==> src/rtl/reg_readback_pkg.sv <==
// Shared types, default sizes and the request length check for the readback engine.
package reg_readback_pkg;

  localparam int unsigned DefNRegs = 16;
  localparam int unsigned DefRegW  = 8;
  localparam int unsigned DefAddrW = 4;

  typedef enum logic [1:0] {
    StIdle,
    StShift,
    StDone
  } state_e;

  // A run must cover at least one register and no more than the whole bank.
  function automatic logic len_legal(input int unsigned len, input int unsigned n_regs);
    return (len != 0) && (len <= n_regs);
  endfunction

endpackage

==> src/rtl/reg_readback_if.sv <==
// Request handshake and serial stream between the readback engine and its consumer.
interface reg_readback_if
  import reg_readback_pkg::*;
#(
  parameter int unsigned AddrW = DefAddrW
);

  logic             rd_req;
  logic [AddrW-1:0] rd_addr;
  logic [AddrW:0]   rd_len;
  logic             rd_ack;
  logic             rd_err;
  logic             busy;
  logic             sdo;
  logic             sdo_valid;
  logic             sdo_ready;
  logic             sdo_last;
  logic             done;

  // Requester / stream consumer side.
  modport master (
    output rd_req, rd_addr, rd_len, sdo_ready,
    input  rd_ack, rd_err, busy, sdo, sdo_valid, sdo_last, done
  );

  // Readback engine side.
  modport slave (
    input  rd_req, rd_addr, rd_len, sdo_ready,
    output rd_ack, rd_err, busy, sdo, sdo_valid, sdo_last, done
  );

endinterface

==> src/rtl/reg_readback_piso.sv <==
// Parallel-in/serial-out shifter: load a register word, shift left, present the MSB.
module readback_piso #(
  parameter int unsigned Width = 8
) (
  input  logic             clk_i,
  input  logic             reset_i,
  input  logic             load_i,
  input  logic             shift_i,
  input  logic [Width-1:0] data_i,
  output logic             msb_o
);

  logic [Width-1:0] sr_q, sr_d;

  // Load has priority over shift; otherwise hold.
  always_comb begin
    sr_d = sr_q;
    if (load_i) begin
      sr_d = data_i;
    end else if (shift_i) begin
      sr_d = sr_q << 1;
    end
  end

  // Shift register with synchronous reset.
  always_ff @(posedge clk_i) begin
    if (reset_i) begin
      sr_q <= '0;
    end else begin
      sr_q <= sr_d;
    end
  end

  assign msb_o = sr_q[Width-1];

endmodule

==> src/rtl/reg_readback.sv <==
// Serial readback engine: snapshot the register bank on request, then stream a
// contiguous (wrapping) run of registers MSB-first over a valid/ready bit port.
module reg_readback
  import reg_readback_pkg::*;
#(
  parameter int unsigned NRegs = DefNRegs,
  parameter int unsigned RegW  = DefRegW,
  parameter int unsigned AddrW = DefAddrW
) (
  input  logic                  clk_i,
  input  logic                  reset_i,
  input  logic [NRegs*RegW-1:0] bank_q_i,
  reg_readback_if.slave         rb_io
);

  localparam int unsigned CntW = (RegW > 1) ? $clog2(RegW) : 1;
  localparam logic [CntW-1:0] BitTop = CntW'(RegW - 1);

  state_e                  state_q, state_d;
  logic [NRegs*RegW-1:0]   snap_q, snap_d;
  logic [AddrW-1:0]        ptr_q, ptr_d, ptr_inc;
  logic [CntW-1:0]         bit_cnt_q, bit_cnt_d;
  logic [AddrW-1:0]        regs_left_q, regs_left_d;
  logic                    ack_q, ack_d;
  logic                    err_q, err_d;
  logic                    last_q, last_d;
  logic                    xfer;
  logic                    piso_load, piso_shift, piso_msb;
  logic [RegW-1:0]         piso_data;

  // Next-state, counter and shifter-control logic.
  always_comb begin
    state_d     = state_q;
    snap_d      = snap_q;
    ptr_d       = ptr_q;
    bit_cnt_d   = bit_cnt_q;
    regs_left_d = regs_left_q;
    ack_d       = 1'b0;
    err_d       = 1'b0;
    piso_load   = 1'b0;
    piso_shift  = 1'b0;
    ptr_inc     = ptr_q + 1'b1;  // natural wrap: NRegs is a power of two
    piso_data   = snap_q[ptr_inc*RegW +: RegW];
    xfer        = (state_q == StShift) && rb_io.sdo_ready;

    unique case (state_q)
      StIdle: begin
        if (rb_io.rd_req) begin
          if (len_legal(32'(rb_io.rd_len), NRegs)) begin
            snap_d      = bank_q_i;
            ptr_d       = rb_io.rd_addr;
            bit_cnt_d   = BitTop;
            regs_left_d = AddrW'(rb_io.rd_len - 1'b1);
            ack_d       = 1'b1;
            piso_load   = 1'b1;
            // Snapshot is being written this edge, so feed the shifter from the live bank.
            piso_data   = bank_q_i[rb_io.rd_addr*RegW +: RegW];
            state_d     = StShift;
          end else begin
            err_d = 1'b1;
          end
        end
      end
      StShift: begin
        if (xfer) begin
          if (bit_cnt_q != '0) begin
            bit_cnt_d  = bit_cnt_q - 1'b1;
            piso_shift = 1'b1;
          end else if (regs_left_q != '0) begin
            ptr_d       = ptr_inc;
            bit_cnt_d   = BitTop;
            regs_left_d = regs_left_q - 1'b1;
            piso_load   = 1'b1;
          end else begin
            state_d = StDone;
          end
        end
      end
      StDone: begin
        state_d = StIdle;
      end
      default: begin
        state_d = StIdle;
      end
    endcase

    last_d = (state_d == StShift) && (bit_cnt_d == '0) && (regs_left_d == '0);
  end

  // State, counters, snapshot and registered pulses.
  always_ff @(posedge clk_i) begin
    if (reset_i) begin
      state_q     <= StIdle;
      snap_q      <= '0;
      ptr_q       <= '0;
      bit_cnt_q   <= '0;
      regs_left_q <= '0;
      ack_q       <= 1'b0;
      err_q       <= 1'b0;
      last_q      <= 1'b0;
    end else begin
      state_q     <= state_d;
      snap_q      <= snap_d;
      ptr_q       <= ptr_d;
      bit_cnt_q   <= bit_cnt_d;
      regs_left_q <= regs_left_d;
      ack_q       <= ack_d;
      err_q       <= err_d;
      last_q      <= last_d;
    end
  end

  readback_piso #(
    .Width (RegW)
  ) u_piso (
    .clk_i   (clk_i),
    .reset_i (reset_i),
    .load_i  (piso_load),
    .shift_i (piso_shift),
    .data_i  (piso_data),
    .msb_o   (piso_msb)
  );

  // All outputs come straight from flops; sdo is masked so it idles low.
  assign rb_io.rd_ack    = ack_q;
  assign rb_io.rd_err    = err_q;
  assign rb_io.busy      = (state_q == StShift);
  assign rb_io.sdo_valid = (state_q == StShift);
  assign rb_io.sdo       = piso_msb & (state_q == StShift);
  assign rb_io.sdo_last  = last_q;
  assign rb_io.done      = (state_q == StDone);

endmodule

==> src/flat_wrapper.sv <==
// flat-port wrapper written by rule: the top's interface ports become plain ports
module reg_readback_flat import reg_readback_pkg::*;
#(
  parameter int unsigned NRegs = DefNRegs,
  parameter int unsigned RegW  = DefRegW,
  parameter int unsigned AddrW = DefAddrW
)
  (clk_i, reset_i, bank_q_i, rb_io_rd_req, rb_io_rd_addr, rb_io_rd_len, rb_io_sdo_ready, rb_io_rd_ack, rb_io_rd_err, rb_io_busy, rb_io_sdo, rb_io_sdo_valid, rb_io_sdo_last, rb_io_done);
  reg_readback_if #(.AddrW(AddrW)) rb_io_i ();
  input  logic clk_i;
  input  logic reset_i;
  input  logic [NRegs*RegW-1:0] bank_q_i;
  input wire logic [$bits(rb_io_i.rd_req)-1:0] rb_io_rd_req;
  input wire logic [$bits(rb_io_i.rd_addr)-1:0] rb_io_rd_addr;
  input wire logic [$bits(rb_io_i.rd_len)-1:0] rb_io_rd_len;
  input wire logic [$bits(rb_io_i.sdo_ready)-1:0] rb_io_sdo_ready;
  output wire logic [$bits(rb_io_i.rd_ack)-1:0] rb_io_rd_ack;
  output wire logic [$bits(rb_io_i.rd_err)-1:0] rb_io_rd_err;
  output wire logic [$bits(rb_io_i.busy)-1:0] rb_io_busy;
  output wire logic [$bits(rb_io_i.sdo)-1:0] rb_io_sdo;
  output wire logic [$bits(rb_io_i.sdo_valid)-1:0] rb_io_sdo_valid;
  output wire logic [$bits(rb_io_i.sdo_last)-1:0] rb_io_sdo_last;
  output wire logic [$bits(rb_io_i.done)-1:0] rb_io_done;
  assign rb_io_i.rd_req = rb_io_rd_req;
  assign rb_io_i.rd_addr = rb_io_rd_addr;
  assign rb_io_i.rd_len = rb_io_rd_len;
  assign rb_io_i.sdo_ready = rb_io_sdo_ready;
  assign rb_io_rd_ack = rb_io_i.rd_ack;
  assign rb_io_rd_err = rb_io_i.rd_err;
  assign rb_io_busy = rb_io_i.busy;
  assign rb_io_sdo = rb_io_i.sdo;
  assign rb_io_sdo_valid = rb_io_i.sdo_valid;
  assign rb_io_sdo_last = rb_io_i.sdo_last;
  assign rb_io_done = rb_io_i.done;
  reg_readback #(.NRegs(NRegs), .RegW(RegW), .AddrW(AddrW)) u_core (.clk_i(clk_i), .reset_i(reset_i), .bank_q_i(bank_q_i), .rb_io(rb_io_i));
endmodule
==> config.mk <==
export PLATFORM = sky130hd
export DESIGN_NAME = reg_readback_flat
export DESIGN_NICKNAME = d
export VERILOG_FILES = /design/src/rtl/reg_readback_pkg.sv /design/src/rtl/reg_readback_if.sv /design/src/rtl/reg_readback_piso.sv /design/src/rtl/reg_readback.sv /design/src/flat_wrapper.sv
export SDC_FILE = /design/constraint.sdc
export NUM_CORES = 1
export LEC_CHECK = 0
export CAP_MARGIN = 20
export CORE_ASPECT_RATIO = 0.8
export CORE_MARGIN = 2
export CORE_UTILIZATION = 53
export DETAILED_ROUTE_END_ITERATION = 12
export PLACE_DENSITY = 0.8
export SYNTH_ARGS = -nofsm -noshare
export SYNTH_HDL_FRONTEND = slang
export SYNTH_SLANG_ARGS = --single-unit
==> constraint.sdc <==
create_clock -name clk_i -period 3 [get_ports clk_i]
set_clock_uncertainty 0.05 [all_clocks]
set_input_delay 0.6 -clock clk_i [delete_from_list [all_inputs] [get_ports clk_i]]
set_output_delay 0.6 -clock clk_i [all_outputs]
set_load 0.02 [all_outputs]
After elaboration in Yosys (flattened, before gate mapping)
Cells that the tools add are included.

Register bits after elaboration: 152. Input port bits: 141. Word-level logic and storage cells: 82.

Add/subtract/negate cells: 4. Magnitude comparators: 1. Equality and inequality tests: 8. Shift-type cells: 2. Mux-type cells: 39. Bitwise gates (word level): 3. Reduce and logical (&&, ||, !) cells: 16.

Operators with widths (number): 128-bit by 8-bit indexed part select with 8-bit output (2); 4-bit two-way mux (10); 8-bit two-way mux (5); 4-bit case mux with 2 select lines (2); 3-bit two-way mux (5); 2-bit two-way mux (5); 1-bit two-way mux (9); 4-bit by 1-bit subtractor with 4-bit output (second input constant) (2); 2-bit by 1-bit inequality test with 1-bit output (second input constant) (3); 3-bit case mux with 2 select lines (1); 6-bit AND reduction (1); 5-bit <= comparator (second input constant) (1); 5-bit nonzero test (1); 4-bit by 1-bit adder with 4-bit output (second input constant) (1); 2-bit by 1-bit == test with 1-bit output (second input constant) (2); 1-bit logical AND (4); 4-bit logical NOT (1); 2-bit inequality test (second input constant) (2); 2-bit case mux with 2 select lines (1); 2-bit nonzero test (2); 4-bit nonzero test (1); 3-bit logical NOT (1); 3-bit AND reduction (1); 3-bit nonzero test (1); 8 further kinds (9).

Logic depth before layout (Yosys ltp)
Depth in word-level cells: 8. Mapped depth: 10.

Modules after synthesis
A second synthesis with hierarchy kept.

Cells, all modules: 834. Area, all modules: 7870.0 um^2.

Modules (own cells, without submodules): reg_readback (instances 1, cells each 799, area an instance 7500.9 um^2, sequential area each 2882.8 um^2); readback_piso (instances 1, cells each 35, area an instance 369.1 um^2, sequential area each 160.2 um^2).

Worst setup path before layout
OpenSTA, ideal clock, no wires.

Path kind: register to register. Start point: reg u_core.ptr_q[1]. End point: reg u_core.u_piso.sr_q[1]. Arrival time: 2.122 ns. Required time: 2.813 ns. Setup slack: 0.691 ns. Stages on the path, launching flop included: 8. Buffers on the path: 2. Clock period less this slack: 2.309 ns. Path through: dfxtp_1 ha_1 buf_2 buf_4 mux4_2 mux4_2 a21oi_2 a311oi_1.

Cells in the longest elaborated chain, start to end: 6.

Ends and longest elaborated chain: start, declared (line reg_readback.sv:21) `logic [AddrW-1:0] ptr_q, ptr_d, ptr_inc;`; start signal, assigned (line reg_readback.sv:104) `ptr_q <= ptr_d;`; 4-bit by 1-bit adder with 4-bit output (*) (line reg_readback.sv:42) `ptr_inc = ptr_q + 1'b1;`; 128-bit by 8-bit indexed part select with 8-bit output (*) (line reg_readback.sv:43) `piso_data = snap_q[ptr_inc*RegW +: RegW];`; 8-bit two-way mux (line reg_readback.sv:49) `if (len_legal(32'(rb_io.rd_len), NRegs)) begin`; 8-bit two-way mux (line reg_readback.sv:48) `if (rb_io.rd_req) begin`; 8-bit two-way mux (*) (line reg_readback.sv:46) `unique case (state_q)`; 8-bit two-way mux (*) (line reg_readback_piso.sv:18) `if (load_i) begin`; end signal, assigned (line reg_readback_piso.sv:30) `sr_q <= sr_d;`; end, declared (line reg_readback_piso.sv:13) `logic [Width-1:0] sr_q, sr_d;`.

Every way passes the cells marked *; elsewhere a longest branch is shown, timed or not. A chain may end at the register's enable or synchronous reset.

Worst setup path in the final report
Start point: in rb_io_rd_len[0]. End point: reg u_core.last_q, in the netlist u_core.rb_io.sdo_last.

Cells in the longest elaborated chain, start to end: 8.

Ends and longest elaborated chain: start, declared (line flat_wrapper.sv:15) `input wire logic [$bits(rb_io_i.rd_len)-1:0] rb_io_rd_len;`; 5-bit <= comparator / 5-bit nonzero test (equally long branches) (line reg_readback_pkg.sv:16) `return (len != 0) && (len <= n_regs);`; 1-bit logical AND (line reg_readback_pkg.sv:16); 2-bit two-way mux / 3-bit two-way mux (equally long branches) (line reg_readback.sv:49); 2-bit two-way mux / 3-bit two-way mux (equally long branches) (line reg_readback.sv:48); 2-bit case mux with 2 select lines / 3-bit case mux with 2 select lines (equally long branches) (line reg_readback.sv:46); 2-bit by 1-bit == test with 1-bit output / 3-bit logical NOT (equally long branches) (line reg_readback.sv:87) `last_d = (state_d == StShift) && (bit_cnt_d == '0) && (regs_left_d == '0);`; 1-bit logical AND (line reg_readback.sv:87); 1-bit logical AND (*) (line reg_readback.sv:87); end signal, assigned (line reg_readback.sv:109) `last_q <= last_d;`; end, declared (line reg_readback.sv:26) `logic last_q, last_d;`.

Marks and branches as above.

==> results by stage <==
Critical path:
- The critical path runs through a total of 9 cells.
- Along the worst path, the maximum fanout reaches 6.
- The critical path is of the input pin to register type.
- Measured in cells, the most critical reg-to-reg path has a length of 8.
- The critical register-to-register path endpoint is u_core.u_piso.sr_q[2].
- The cell at the slowest stage of the critical path is sky130_fd_sc_hd__clkdlybuf4s50_1.
- The nature of the critical path startpoint is an input pin.
- The worst setup path startpoint is rb_io_rd_len[0].
- The critical path goes through clkdlybuf4s50_1 > inv_1 > ha_1 > nor3b_2 > xnor2_2 > nand2_1 > mux2_2 > a221oi_1 > and3_1.
- The worst setup path is captured at a register.
- The worst stage delay on the critical path is 0.50 ns.
- In this run the register-to-register setup slack is 0.49 ns.
- The critical path data required time is 3.31 ns.
- The endpoint of the worst setup timing path is u_core.rb_io.sdo_last.
- The launching point of the worst reg2reg path is u_core.ptr_q[1].
- The total buffers and inverters traversed by the critical path is 2.
- At the worst endpoint, the arrival time is 2.89 ns.
- The kind of cell with the highest combined delay along the critical path is buffers and inverters.

Timing:
- After routing, the total negative slack on setup checks comes to 0 ns.
- After layout, the worst path uses 85.8% of the clock period.
- The number of max-slew violations in the final report is 0.
- The final setup violation count is 0.
- The final number of hold-violating endpoints is 0.
- The smallest clock period supported by the final layout is computed as 2.58 ns.
- At the pin with the least slew margin, the transition time is 0.628 ns.
- Setup slack on the critical path of the routed design comes to 0.425 ns.
- The remaining max-slew budget at the tightest pin is 58.0%.
- Derived from the worst setup path, the maximum achievable clock frequency is 388 MHz.
- Setup repair after global routing left no endpoint under its margin.

Global routing:
- The global-route usage over all layers is 28.8%.
- The total overflow left after global routing is 0.
- The number of global-route vias before repair is 6812.
- The first global-routing pass estimated 35000 microns of wire.
- The number of antenna violations at the first check in global routing was 1.
- Entering global routing, the biggest net connects 58 pins.

Logic synthesis:
- The most area-hungry cell type in the Yosys netlist is sky130_fd_sc_hd__dfxtp_1.
- The number of synthesized register bits is 152.
- The combined area of all synthesized cells is 7720 sq um.
- The top-area cell type share of the netlist area is 39.4%.
- After synthesis, the cell types taking the most area are sky130_fd_sc_hd__dfxtp_1 39%, sky130_fd_sc_hd__mux4_2 20%, sky130_fd_sc_hd__nand2_1 13%.
- The number of flops mapped to enable cells by yosys is 0.
- The top flip-flop cell by instance count after synthesis is sky130_fd_sc_hd__dfxtp_1.
- The number of nets handed over by synthesis was 985.
- After synthesis, flip-flops and latches occupy 39.4% of the total area.
- In this run the mean area of a mapped cell was 9.21 sq um.
- Synthesis produced a netlist whose cell count is 838.
- Yosys mapped the design onto 52 distinct sky130hd cell types.
- After synthesis, the share of flip-flops with an asynchronous set or reset is 0%.
- For this run, the number of Yosys warnings is 0.

CTS:
- The tree built by TritonCTS fans out to 152 sinks.
- The clock transition at the registers of the reported paths is 0.06 ns.
- The number of setup buffers added after CTS is 0.
- The root buffer cell is sky130_fd_sc_hd__clkbuf_16.
- The longest clock path from root to sink contains 2 buffers.
- TritonCTS built the clock tree.
- For the worst-skew pair, the clock arrives at the later sink with an insertion delay of 0.42 ns.
- The number of hold buffers added after CTS was 0.
- After clock tree synthesis, the repair step resized 0 gates.
- TritonCTS created 17 clock buffers.
- The H-tree depth is 4.

Final layout:
- For this run, the post-layout net count is 1114.
- Measured on the finished design, the core utilization comes to 70.5%.
- After the flow finishes, the layout carries non-filler instances totaling 1165.
- The relative area change from synthesis to final layout is 30.1%.
- The most common cell after layout, fill and taps aside is sky130_fd_sc_hd__nand2_1.
- In the final layout, the share of cells above drive strength 1 is 15.4%.
- Counting the fill cells in the layout gives 1036.
- Leaving out fill and tap cells, the most frequent cells in the layout are 262 x sky130_fd_sc_hd__nand2_1, 152 x sky130_fd_sc_hd__dfxtp_1, 144 x sky130_fd_sc_hd__clkdlybuf4s50_1, 141 x sky130_fd_sc_hd__a21oi_1, 67 x sky130_fd_sc_hd__mux4_2.

Route:
- In the routed design, unresolved DRC markers number 0.
- The total number of vias is 6960.
- The wire length per cell after detailed routing is 18.7 microns.
- After the first detailed-routing iteration, the DRC count stood at 676.
- Wires add up to 21700 microns.
- In the routed layout, each cell is associated on average with a via count of 5.97.
- The first detailed-routing pass ran for 5 iterations.
- The count of antenna-violating nets left after detailed routing is 0.

Power and ir drop:
- The share of total power in sequential cells is 40.0%.
- The leakage component of the power is 3.59 nW.
- The switching part of the total power is 25.8%.
- The clock network accounts for 40.7% of the total power.
- Combinational logic is responsible for 19.3% of the overall power.
- The maximum vdd drop is 0.417 mV.
- The total power divided by cell area is 551 nW/um^2.
- The internal portion of the total power is 0.00411 W.
- The net switching component of the power is 0.00143 W.

Die:
- In this run the core area contains 39 standard-cell rows.
- The height of the chip is 112 microns.
- The placeable core region is 14200 sq um.
- For this configuration, the core starts out at a cell density of 54.2%.
- From left edge to right edge, the die measures 139 microns.
- During I/O placement, the number of pins put on the boundary was 148.
- The floorplan die area is 15600 sq um.

Placed design:
- At the placement stage, the worst setup path has a slack of 0.0636 ns.
- Routability-driven placement finished with a final weighted congestion of 0.833.
- The number of buffers added on ports is 147.
- The total placed cells including tap cells is 1132.
- The total half-perimeter wirelength after legalization and detailed placement is 15400 microns.

Min path:
- The classification of the worst-slack hold path is register to register.

Run status:
- The flow ran to the end, and the final reports show no timing, DRC or antenna violations.

Job:
- The tool flagged a number of max-cap violations equal to 0.
flip-flops by register name (all words and copies together), names as in the netlist:
signal                 flops
u_core.rb_io.rd_ack        1
u_core.rb_io.sdo_last      1
u_core.ptr_q               4
u_core.state_q             2
u_core.regs_left_q         4
u_core.rb_io.rd_err        1
u_core.snap_q            128
u_core.bit_cnt_q           3
u_core.u_piso.sr_q         8
cells by family (layout without fill, tap and decap cells):
| group | count (synthesis) | after routing | share of synthesized area [%] |
|---|---|---|---|
| and+or+nand+nor | 317 | 317 | 16.7 |
| AOI/OAI and AO/OA | 183 | 183 | 13.3 |
| DFF | 152 | 152 | 39.4 |
| muxes | 95 | 95 | 23.9 |
| buffers and inverters | 79 | 221 | 4.81 |
| adders and majority gates | 6 | 6 | 0.972 |
| xor gates and xnor gates | 6 | 6 | 0.875 |
| other | 0 | 1 | 0 |
layer usage:
| metal | global-route usage (%) | wire, microns |
|---|---|---|
| met2 | 44.6 | 10100 |
| met4 | 12.2 | 733 |
| met5 | 0 | 0 |
| met1 | 39.2 | 9100 |
| met3 | 6.88 | 1800 |
final cells by class:
class / count / area (sq um) / area share [%]
multi-input combinational: 607 / 4320 / 43.0
sequential: 152 / 3040 / 30.3
timing repair buffer: 181 / 1800 / 17.9
clock buffer: 21 / 450 / 4.48
tap: 184 / 230 / 2.29
clock inverter: 11 / 171 / 1.71
inverter: 8 / 30.0 / 0.299
antenna: 1 / 2.50 / 0.0249
stage by stage:
step | total power (W) | hold WS, ns | instance area [sq um]
2_1_floorplan | 0.00287 | 0.383 | 7720
3_3_place_gp | 0.00328 | 0.389 | 9420
3_5_place_dp | 0.00331 | 0.395 | 9420
4_1_cts | 0.00555 | 0.404 | 10000
5_1_grt | 0.00575 | 0.419 | 10000
6_report | 0.00554 | 0.404 | 10000
cell usage after synthesis (all sizes together), types with 3 or more instances:
cell type and instances:
clkbuf 36, mux2 7, mux4 70, a221oi 3, nand2b 3, xnor2 4, inv 8, dfxtp 152
nor2 21, nor3b 6, ha 6, nand3 5, o21ai 6, mux2i 18, a2111oi 6, nor3 4
nand2 263, nor2b 6, a211oi 8, o22ai 3, and2 3, buf 35, a21oi 143
worst min-delay path by stage:
stage / cells after the start / slack, ns / endpoint / from
2_1_floorplan: 2 / 0.38 / u_core.snap_q[0] / u_core.snap_q[0]
3_3_place_gp: 2 / 0.39 / u_core.snap_q[102] / u_core.snap_q[102]
3_5_place_dp: 2 / 0.40 / u_core.snap_q[32] / u_core.snap_q[32]
4_1_cts: 2 / 0.40 / u_core.snap_q[127] / u_core.snap_q[127]
5_1_grt: 2 / 0.42 / u_core.snap_q[125] / u_core.snap_q[125]
6_report: 2 / 0.40 / u_core.snap_q[45] / u_core.snap_q[45]
power by group through the flow:
stage          sequential, W  combinational, W  clock, W
5_1_grt              0.00223           0.00115   0.00237
6_report             0.00222           0.00107   0.00225
2_1_floorplan        0.00223          0.000633         0
3_3_place_gp         0.00225           0.00104         0
4_1_cts              0.00221           0.00106   0.00227
3_5_place_dp         0.00226           0.00105         0
worst min-delay path, stage by stage (launching register included):
cell and delay (ns):
sky130_fd_sc_hd__dfxtp_1 0.31, sky130_fd_sc_hd__nand2_1 0.05, sky130_fd_sc_hd__a21oi_1 0.05
No activity file was read; power rests on OpenSTA's default activity.
==> edit, RTL diff (same settings) <==
The 3 states of `state_e` get a one-hot encoding in 3 bits.
--- a/src/rtl/reg_readback_pkg.sv
+++ b/src/rtl/reg_readback_pkg.sv
@@ -7,6 +7,6 @@
 
-  typedef enum logic [1:0] {
-    StIdle,
-    StShift,
-    StDone
+  typedef enum logic [2:0] {
+    StIdle  = 3'b001,
+    StShift = 3'b010,
+    StDone  = 3'b100
   } state_e;
Formal check against the unedited RTL: same outputs for any inputs over 4 cycles, from zero or initial values and one cycle with reset_i high; so few cycles prove little.
==> edit against the unedited design <==
- sequential cell count grew 1
- final area grew 0.24%
- critical path depth shrank 3
- routed wire length grew 1.4%
- count of clock-buffer cells in the layout grew 2
- total power shrank 4.8%
- synthesized area grew 2.4%
- utilization shrank 0.79 points
- clock power shrank 6%
- non-clock buffer count shrank 15
- setup slack lost 0.075 ns
- cell count shrank 0.52%
- global-route usage shrank 0.93 points
==> edit: results (changes against the unedited design) <==
[status]
status=completed

[pwr]
net-switching-power_uw=1380  ; -3.4%
vdd_ir_drop_max_mv=0.464  ; +11%
leakage_uw=0.00369  ; +2.9%

[place]
place_congestion=0.899  ; +7.9%
place.detailed.hpwl_um=15300  ; -0.82%
placedCellCount=1127  ; -0.44%

[yosys]
netlist_instances=848  ; +1.2%
synth.yosys.warnings=0  ; unchanged
synth.net_count=995  ; +1.0%
post_synth_num_cell_types=55  ; +5.8%
synth.top_cells.by_area=sky130_fd_sc_hd__dfxtp_1, sky130_fd_sc_hd__nand2_1, sky130_fd_sc_hd__mux4_1, sky130_fd_sc_hd__mux4_2, sky130_fd_sc_hd__a21oi_1
synth.cells.most_frequent=sky130_fd_sc_hd__nand2_1, sky130_fd_sc_hd__dfxtp_1, sky130_fd_sc_hd__a21oi_1
synth_sequential_area_ratio_pct=38.7  ; -0.67 points
yosys.area.top_type=sky130_fd_sc_hd__dfxtp_1

[finish]
fin_cells=1159  ; -0.52%
fillers=1064  ; +2.7%
post_route_cells_drive_above_1_share_pct=10.8  ; -4.6 points
antenna-diode-count=0  ; -1

[critical_path]
worst_path_dominant_cell_family=multiplexers
worst_path_max_delay_cell=sky130_fd_sc_hd__mux4_1
critical_path.max_stage_delay_ns=0.69  ; +0.19 ns
reg2reg_setup_slack_ns=0.35  ; -0.14 ns
r2r-end=u_core.u_piso.sr_q[3]
rr_worst_depth=6  ; -2
crit_fanout=14  ; +8
crit_path_start=u_core.ptr_q[1]

[hold_path]
hold_end=u_core.snap_q[67]
worst_hold_startpoint=u_core.snap_q[67]
holdCritPathClass=register to register

[clocking]
cts_max_level=4  ; unchanged
clkSlewWorstSetupHoldPaths_ns=0.06  ; about the same
cts_inserted_buffers=17  ; unchanged

[route]
routedWlPerCell_um=19.0  ; +2.0%
drt_iter0_markers=652  ; -3.6%
drt_pre_antenna_iters=5  ; unchanged
avgViaCountPerCell=6.01  ; +0.59%

[grt]
globalRouteTotalUtil_pct=27.9  ; -0.93 points
first_pass_grt_wire_length_um=34500  ; -1.7%
grt_start_max_net_pins=100  ; +72%
via_count_of_the_first_global_routing_pass=6585  ; -3.3%

[sta]
max_slew_margin_pct=32.5  ; -26 points

-- edit: worst max path at each step --
stage	endpoint	slack [ns]	depth (start not counted)
floorplan	u_core.u_piso.sr_q[5]	0.75	7
global placement	u_core.snap_q[93]	0.22	9
detailed placement	u_core.rb_io.sdo_last	0.12	9
CTS	u_core.u_piso.sr_q[3]	0.36	6
global route	u_core.u_piso.sr_q[5]	0.25	6
finish	u_core.u_piso.sr_q[3]	0.35	6
-- edit: power groups by stage --
| stage | logic, uW | clock network (uW) | registers (uW) |
|---|---|---|---|
| after floorplan | 565 | 0 | 2230 |
| after global placement | 921 | 0 | 2240 |
| after detailed placement | 934 | 0 | 2250 |
| after CTS | 940 | 2120 | 2210 |
| after global routing | 1010 | 2210 | 2220 |
| final | 949 | 2110 | 2210 |
-- edit: area by class of cell --
cell class                 count  share of cell area (%)
clock buffer                  23                    4.94
tap                          184                    2.29
timing repair buffer         166                    16.8
inverter                      12                   0.447
multi-input combinational    612                    44.2
sequential                   153                    30.4
clock inverter                 9                   0.882
-- edit: through the flow --
stage               hold WS, ns  setup slack, ns  area (um2)  power (uW)
global placement          0.387            0.220        9490        3170
CTS                       0.402            0.358       10100        5260
detailed placement        0.393            0.116        9490        3180
floorplan                 0.382            0.753        7910        2800
finish                    0.401            0.350       10100        5270
global route              0.417            0.249       10100        5440
-- edit: worst register-to-register path, cell delays in order, from the launching register on --
cell and delay, ns:
sky130_fd_sc_hd__dfxtp_1 0.35, sky130_fd_sc_hd__ha_2 0.39, sky130_fd_sc_hd__buf_4 0.31, sky130_fd_sc_hd__mux4_1 0.70
sky130_fd_sc_hd__mux4_2 0.48, sky130_fd_sc_hd__a21oi_1 0.16, sky130_fd_sc_hd__nor3_1 0.06
-- edit: kinds of logic after synthesis --
kind of cell | count (synthesis) | synth area share (%)
AO/OA/AOI/OAI | 180 | 12.4
XOR/XNOR | 5 | 0.649
adder cells (fa/ha/maj) | 6 | 0.949
buffers and inverters | 83 | 5.16
flip-flops | 153 | 38.7
multiplexers | 88 | 24.8
AND/OR/NAND/NOR | 333 | 17.4
-- edit: layer usage --
metal,routed length (um),global-route usage (%),up-vias
met5,13,0,-
met4,507,9.47,2
met1,9270,37.7,3361
met2,10600,46.0,315
li1,-,-,3245
met3,1690,4.99,42
